`config.mk`:
```
export PLATFORM = sky130hd
export DESIGN_NAME = menu_input
export DESIGN_NICKNAME = d
export VERILOG_FILES = /design/src/rtl/menu_input.sv
export SDC_FILE = /design/constraint.sdc
export NUM_CORES = 1
export LEC_CHECK = 0
export ABC_AREA = 1
export CORE_MARGIN = 2
export CORE_UTILIZATION = 40
export CTS_CLUSTER_SIZE = 40
export DETAILED_ROUTE_END_ITERATION = 12
export GPL_TIMING_DRIVEN = 0
export SYNTH_ARGS = -nofsm -noshare
export SYNTH_HDL_FRONTEND = slang
export SYNTH_SLANG_ARGS = --single-unit
```
`constraint.sdc`:
```
create_clock -name clock -period 1.6 [get_ports clock]
set_input_delay 0.32 -clock clock [delete_from_list [all_inputs] [get_ports clock]]
set_output_delay 0.32 -clock clock [all_outputs]
set_load 0.01 [all_outputs]
```
`src/rtl/menu_input.sv`:
```
`default_nettype none
// ============================================================================
// Module   : menu_input
// Purpose  : Joystick front end that syncs and debounces button/up/down and
//            produces the enter pulse and Pause Menu selection for the main FSM.
// Revision : 1.0 - initial release
// ============================================================================
module menu_input #(
    parameter int DEBOUNCE_CYCLES = 16
) (
    input  logic clock,
    input  logic reset,
    input  logic button,
    input  logic joy_up,
    input  logic joy_down,
    input  logic menu_active,
    output logic enter,
    output logic value,
    output logic button_level
);

    localparam int                  c_CNT_W    = $clog2(DEBOUNCE_CYCLES + 1);
    localparam logic [c_CNT_W-1:0]  c_CNT_LAST = c_CNT_W'(DEBOUNCE_CYCLES - 1);
    localparam int                  c_BTN      = 0;
    localparam int                  c_UP       = 1;
    localparam int                  c_DN       = 2;

    logic [2:0] w_raw;
    logic [2:0] w_db;
    logic [2:0] w_rise;
    logic [2:0] r_db_q;
    logic       r_enter;
    logic       r_value;
    logic       r_button_level;

    assign w_raw = {joy_down, joy_up, button};

    generate
        for (genvar gi = 0; gi < 3; gi++) begin : g_chan
            logic               r_sync1;
            logic               r_sync2;
            logic               r_db;
            logic [c_CNT_W-1:0] r_cnt;

            // The counter only advances while the synced input disagrees with
            // the debounced level; reaching the limit commits the new level.
            always_ff @(posedge clock or posedge reset) begin
                if (reset) begin
                    r_sync1 <= 1'b0;
                    r_sync2 <= 1'b0;
                    r_db    <= 1'b0;
                    r_cnt   <= '0;
                end else begin
                    r_sync1 <= w_raw[gi];
                    r_sync2 <= r_sync1;
                    if (r_sync2 == r_db) begin
                        r_cnt <= '0;
                    end else if (r_cnt == c_CNT_LAST) begin
                        r_db  <= ~r_db;
                        r_cnt <= '0;
                    end else begin
                        r_cnt <= r_cnt + 1'b1;
                    end
                end
            end

            assign w_db[gi] = r_db;
        end
    endgenerate

    assign w_rise = w_db & ~r_db_q;

    always_ff @(posedge clock or posedge reset) begin
        if (reset) begin
            r_db_q         <= 3'b000;
            r_enter        <= 1'b0;
            r_value        <= 1'b0;
            r_button_level <= 1'b0;
        end else begin
            r_db_q         <= w_db;
            r_enter        <= w_rise[c_BTN];
            r_button_level <= w_db[c_BTN];
            // Selection is frozen while enter is being generated so the FSM
            // samples a stable value; a closed menu forces Continue.
            if (!menu_active) begin
                r_value <= 1'b0;
            end else if (w_rise[c_BTN]) begin
                r_value <= r_value;
            end else if (w_rise[c_UP] && w_rise[c_DN]) begin
                r_value <= r_value;
            end else if (w_rise[c_DN]) begin
                r_value <= 1'b1;
            end else if (w_rise[c_UP]) begin
                r_value <= 1'b0;
            end
        end
    end

    assign enter        = r_enter;
    assign value        = r_value;
    assign button_level = r_button_level;

endmodule
`default_nettype wire
```
### Word-level counts from Yosys, hierarchy flattened

Index checks and enable logic that the tools add are counted.

* equal/unequal tests: 9
* $add $sub $neg: 3
* mux-type cells: 11
* bitwise operators: 8
* reduce and logical (&&, ||, !) cells: 5

Operators by type and width (count)
* 5-bit two-way mux: 6
* 5-bit by 1-bit adder with 5-bit output (second input constant): 3
* 5-bit by 4-bit == test with 1-bit output (second input constant): 3
* 1-bit NOT: 6
* 2-bit AND reduction: 3
* 1-bit two-way mux: 5
* 2-bit != test (second input constant): 2
* 3-bit bitwise AND: 1
* 1-bit == test: 3
* 3-bit by 1-bit != test with 1-bit output (second input constant): 1
* 3-bit NOT: 1
* 3-bit AND reduction: 1
* 1-bit logical AND: 1

* register bits after elaboration: 30
* bits of input ports: 6

### Logic depth before layout (Yosys ltp)

* depth after elaboration: 7
* depth in mapped cells: 6

### Least setup slack after synthesis

Ideal clock, no wire load.

* path type: register -> register
* from: reg g_chan[2].r_cnt[0]
* to: reg g_chan[2].r_cnt[3]
* path slack: 0.571 ns
* stages on the path, launching flop included: 7
* data required time: 1.529 ns
* library setup time: 0.071 ns
* arrival: 0.958 ns
* clock period less this slack: 1.029 ns
* cells stage by stage: dfrtp_1 ha_1 nand2_1 nor2_2 nand2_1 o21ai_2 nor2_1

* word-level cells in the longest chain between the ends: 3
* elaborated cells on any way between the ends: 4

RTL lines
* start, declared: line 43 `logic [c_CNT_W-1:0] r_cnt;`
* start signal, assigned: line 62 `r_cnt <= r_cnt + 1'b1;`
* 5-bit by 1-bit adder with 5-bit output / 5-bit by 4-bit == test with 1-bit output (equally long branches): line 62, 58
* 5-bit two-way mux (*): line 58 `end else if (r_cnt == c_CNT_LAST) begin`
* 5-bit two-way mux (*): line 56 `if (r_sync2 == r_db) begin`

Every way passes the cells marked *; elsewhere a longest branch is shown, timed or not.
A chain may end at the register's enable or synchronous reset.

==> results.py <==
metrics = {
    "outcome": {
        "status": "completed",
    },
    "worst_hold_path": {
        "worstHoldStart": "g_chan[2].r_sync1$_DFF_PP0_",
        "hold_path_class": "flop to flop",
        "holdPathStages": 0,
        "hold_path_end": "g_chan[2].r_sync2$_DFF_PP0_",
    },
    "finish": {
        "fin_nets": 135,
        "nFillCells": 276,
        "drive_above_1_share_pct": 16.5,
        "instances_no_fill": 158,
        "area_growth_pct": 14.8,
        "antennaDiodeCount": 0,
        "utilization_pct": 48.3,
    },
    "power": {
        "ir_drop_mv": 0.714,
        "p_per_area_nw_per_um2": 948,
        "leakage_nw": 0.640,
    },
    "worst_setup_path": {
        "path_max_fanout": 2,
        "critPathBufInv": 1,
        "rr_startpoint": "g_chan[0].r_cnt[0]$_DFF_PP0_",
        "timing.rr.end": "g_chan[0].r_cnt[3]$_DFF_PP0_",
        "cp_top_family": "buffers and inverters",
        "worstPathCellList": "clkdlybuf4s50_1",
        "rr_worst_depth": 6,
        "slowest_delay_ns": 0.54,
        "reg2reg_slack_ns": 0.42,
        "arrival_ns": 1.21,
        "cp_data_required_time_ns": 1.28,
        "crit_path_end_kind": "primary output",
        "crit_type": "flop to primary output",
        "crit_path_top_delay_cell": "clkdlybuf4s50_1",
        "startpoint_type": "flop",
    },
    "clock_network": {
        "clock_path_buffers": 2,
        "clock_latency_ns": 0.32,
        "htreeDepth": 2,
        "cts_root_buffer": "clkbuf_4",
        "cts_sinks": 29,
        "clk_pin_slew_ns": 0.08,
        "numCtsBuffers": 5,
        "post_cts_buffers": 0,
        "cts_tree": "done",
    },
    "synthesis": {
        "avgSynthCellArea_sq_um": 10.4,
        "synth.yosys.seq_area_share_pct": 63.0,
        "synth_nets": 120,
        "synth_area_sq_um": 1150,
        "synth_seq_cells": 29,
        "yosysWarnings": 0,
        "synth.distinct_cells": 18,
        "netlist_instances": 111,
    },
    "routing": {
        "viasPerCell": 4.65,
        "vias": 734,
        "wl_per_cell_um": 10.7,
        "drc": 0,
        "drt.antenna.violating_nets": 0,
        "dr.pass1.iters": 4,
        "drt-total-wl_mm": 1.69,
        "drtIter0Drc": 13,
    },
    "sta": {
        "hold_viol_final": 0,
        "fmax_ghz": 0.655,
        "finalSetupViolations": 0,
        "fin_crit_sh_pct": 95.4,
        "maxSlewViolCount": 0,
        "period_minus_slack_ns": 1.53,
        "slew_headroom_pct": 28.5,
        "skew_ns": 0.00839,
        "rsz0062_at_grt": "false",
        "tightest_slew_ns": 1.07,
    },
    "grt": {
        "antenna_found_initial": 0,
        "grt_pass1_vias": 777,
        "grt_pass1_wl_mm": 3.15,
        "overflow": 0,
        "grt_max_degree": 30,
        "grt_use_total_pct": 12.8,
    },
    "flow_run": {
        "drv_cap": 0,
    },
    "floorplan": {
        "pin_count": 9,
        "fp-row-count": 19,
        "dieArea_sq_um": 3320,
        "die_x_um": 57.6,
        "start_util_pct": 42.1,
        "core-area_sq_um": 2730,
        "dieHeight_um": 57.6,
    },
    "placement": {
        "port_buffers": 8,
        "dpl.hpwl_mm": 1.21,
        "place.gp.congestion": 0.672,
        "placed_cells": 150,
    },
}
==> metal layers <==
layer  vias to the layer above  global-route usage [%]  share of wire [%]
li1                        373                       -                  -
met1                       342                    13.5                 41
met2                        12                    21.8                 52
met3                         7                    4.69                4.0
met4                         0                    7.97                2.4
met5                         -                       0                  0
==> registers in the layout, indices dropped and copies added (netlist names) <==
signal,flops
enter,1
r_db_q,3
g_chan.r_sync1,3
value,1
g_chan.r_cnt,15
g_chan.r_sync2,3
g_chan.r_db,3
==> cell usage after synthesis <==
| library cell | number | area, sq um |
|---|---|---|
| nor2_1 | 18 | 67.6 |
| inv_2 | 3 | 11.3 |
| nor2_2 | 6 | 37.5 |
| xnor2_1 | 1 | 8.76 |
| o21ai_2 | 2 | 17.5 |
| nand2_1 | 18 | 67.6 |
| dfrtp_1 | 29 | 726 |
| o21ai_1 | 2 | 10.0 |
| a21oi_1 | 1 | 5.00 |
| nand2_2 | 1 | 6.26 |
| nor3b_2 | 2 | 25.0 |
| nor3_2 | 2 | 20.0 |
| nor3_1 | 1 | 5.00 |
| ha_1 | 3 | 37.5 |
| nand3_1 | 4 | 20.0 |
| xor2_1 | 3 | 26.3 |
| nor3b_1 | 1 | 7.51 |
| inv_1 | 14 | 52.6 |
==> power by group <==
group          switching [mW]  internal, mW
registers              0.0170         0.758
logic                  0.0424        0.0319
clock network           0.228         0.175
==> final cells by class <==
| cell class | count | area (sq um) | area share [%] |
|---|---|---|---|
| tap | 31 | 38.8 | 2.94 |
| timing repair buffer | 8 | 82.6 | 6.25 |
| sequential | 29 | 726 | 54.9 |
| inverter | 17 | 63.8 | 4.83 |
| clock buffer | 8 | 48.8 | 3.69 |
| multi-input combinational | 65 | 362 | 27.4 |
==> worst max path at each step <==
| stage | from | cells past startpoint | end |
|---|---|---|---|
| after floorplan | g_chan[2].r_cnt[0]$_DFF_PP0_ | 6 | g_chan[2].r_cnt[3]$_DFF_PP0_ |
| after global placement | reset | 2 | g_chan[1].r_cnt[4]$_DFF_PP0_ |
| after CTS | value$_DFFE_PP0P_ | 1 | value |
| final | r_db_q[0]$_DFF_PP0_ | 1 | button_level |
| after global routing | r_db_q[0]$_DFF_PP0_ | 1 | button_level |
| after detailed placement | reset | 2 | g_chan[1].r_cnt[4]$_DFF_PP0_ |
==> placed cells by master (no fill, tap or decap), types with 3 or more instances in the layout <==
cell	netlist	routed
ha_1	3	3
nand3_1	4	4
clkbuf_4	0	5
nor2_2	6	6
clkdlybuf4s50_1	0	7
inv_2	3	3
clkbuf_1	0	3
inv_1	14	14
xor2_1	3	3
nand2_1	18	18
dfrtp_1	29	29
nor2_1	18	18
==> logic make-up after synthesis <==
kind of cell,after synthesis,synth area share (%)
AOI/OAI and AO/OA,5,2.83
buffers and inverters,17,5.54
adders and majority gates,3,3.26
and+or+nand+nor,53,22.3
xor gates and xnor gates,4,3.04
DFF,29,63.0
==> timing repair <==
item | CTS | global route
hold buffers | 0 | 0
gates resized for setup | 0 | 1
setup endpoints to repair | 0 | 1
==> stage by stage <==
step | TNS [ns] | worst slack, ns | power (mW) | cell area [sq um] | hold WS (ns)
after floorplan | 0 | 0.571 | 0.837 | 1150 | 0.331
after global placement | -0.791 | -0.0280 | 0.860 | 1270 | 0.333
after detailed placement | -1.39 | -0.0490 | 0.867 | 1270 | 0.338
after CTS | 0 | 0.0220 | 1.28 | 1320 | 0.358
after global routing | 0 | 0.0175 | 1.33 | 1320 | 0.373
final | 0 | 0.0736 | 1.25 | 1320 | 0.353
No activity file was read; power rests on OpenSTA's default activity.
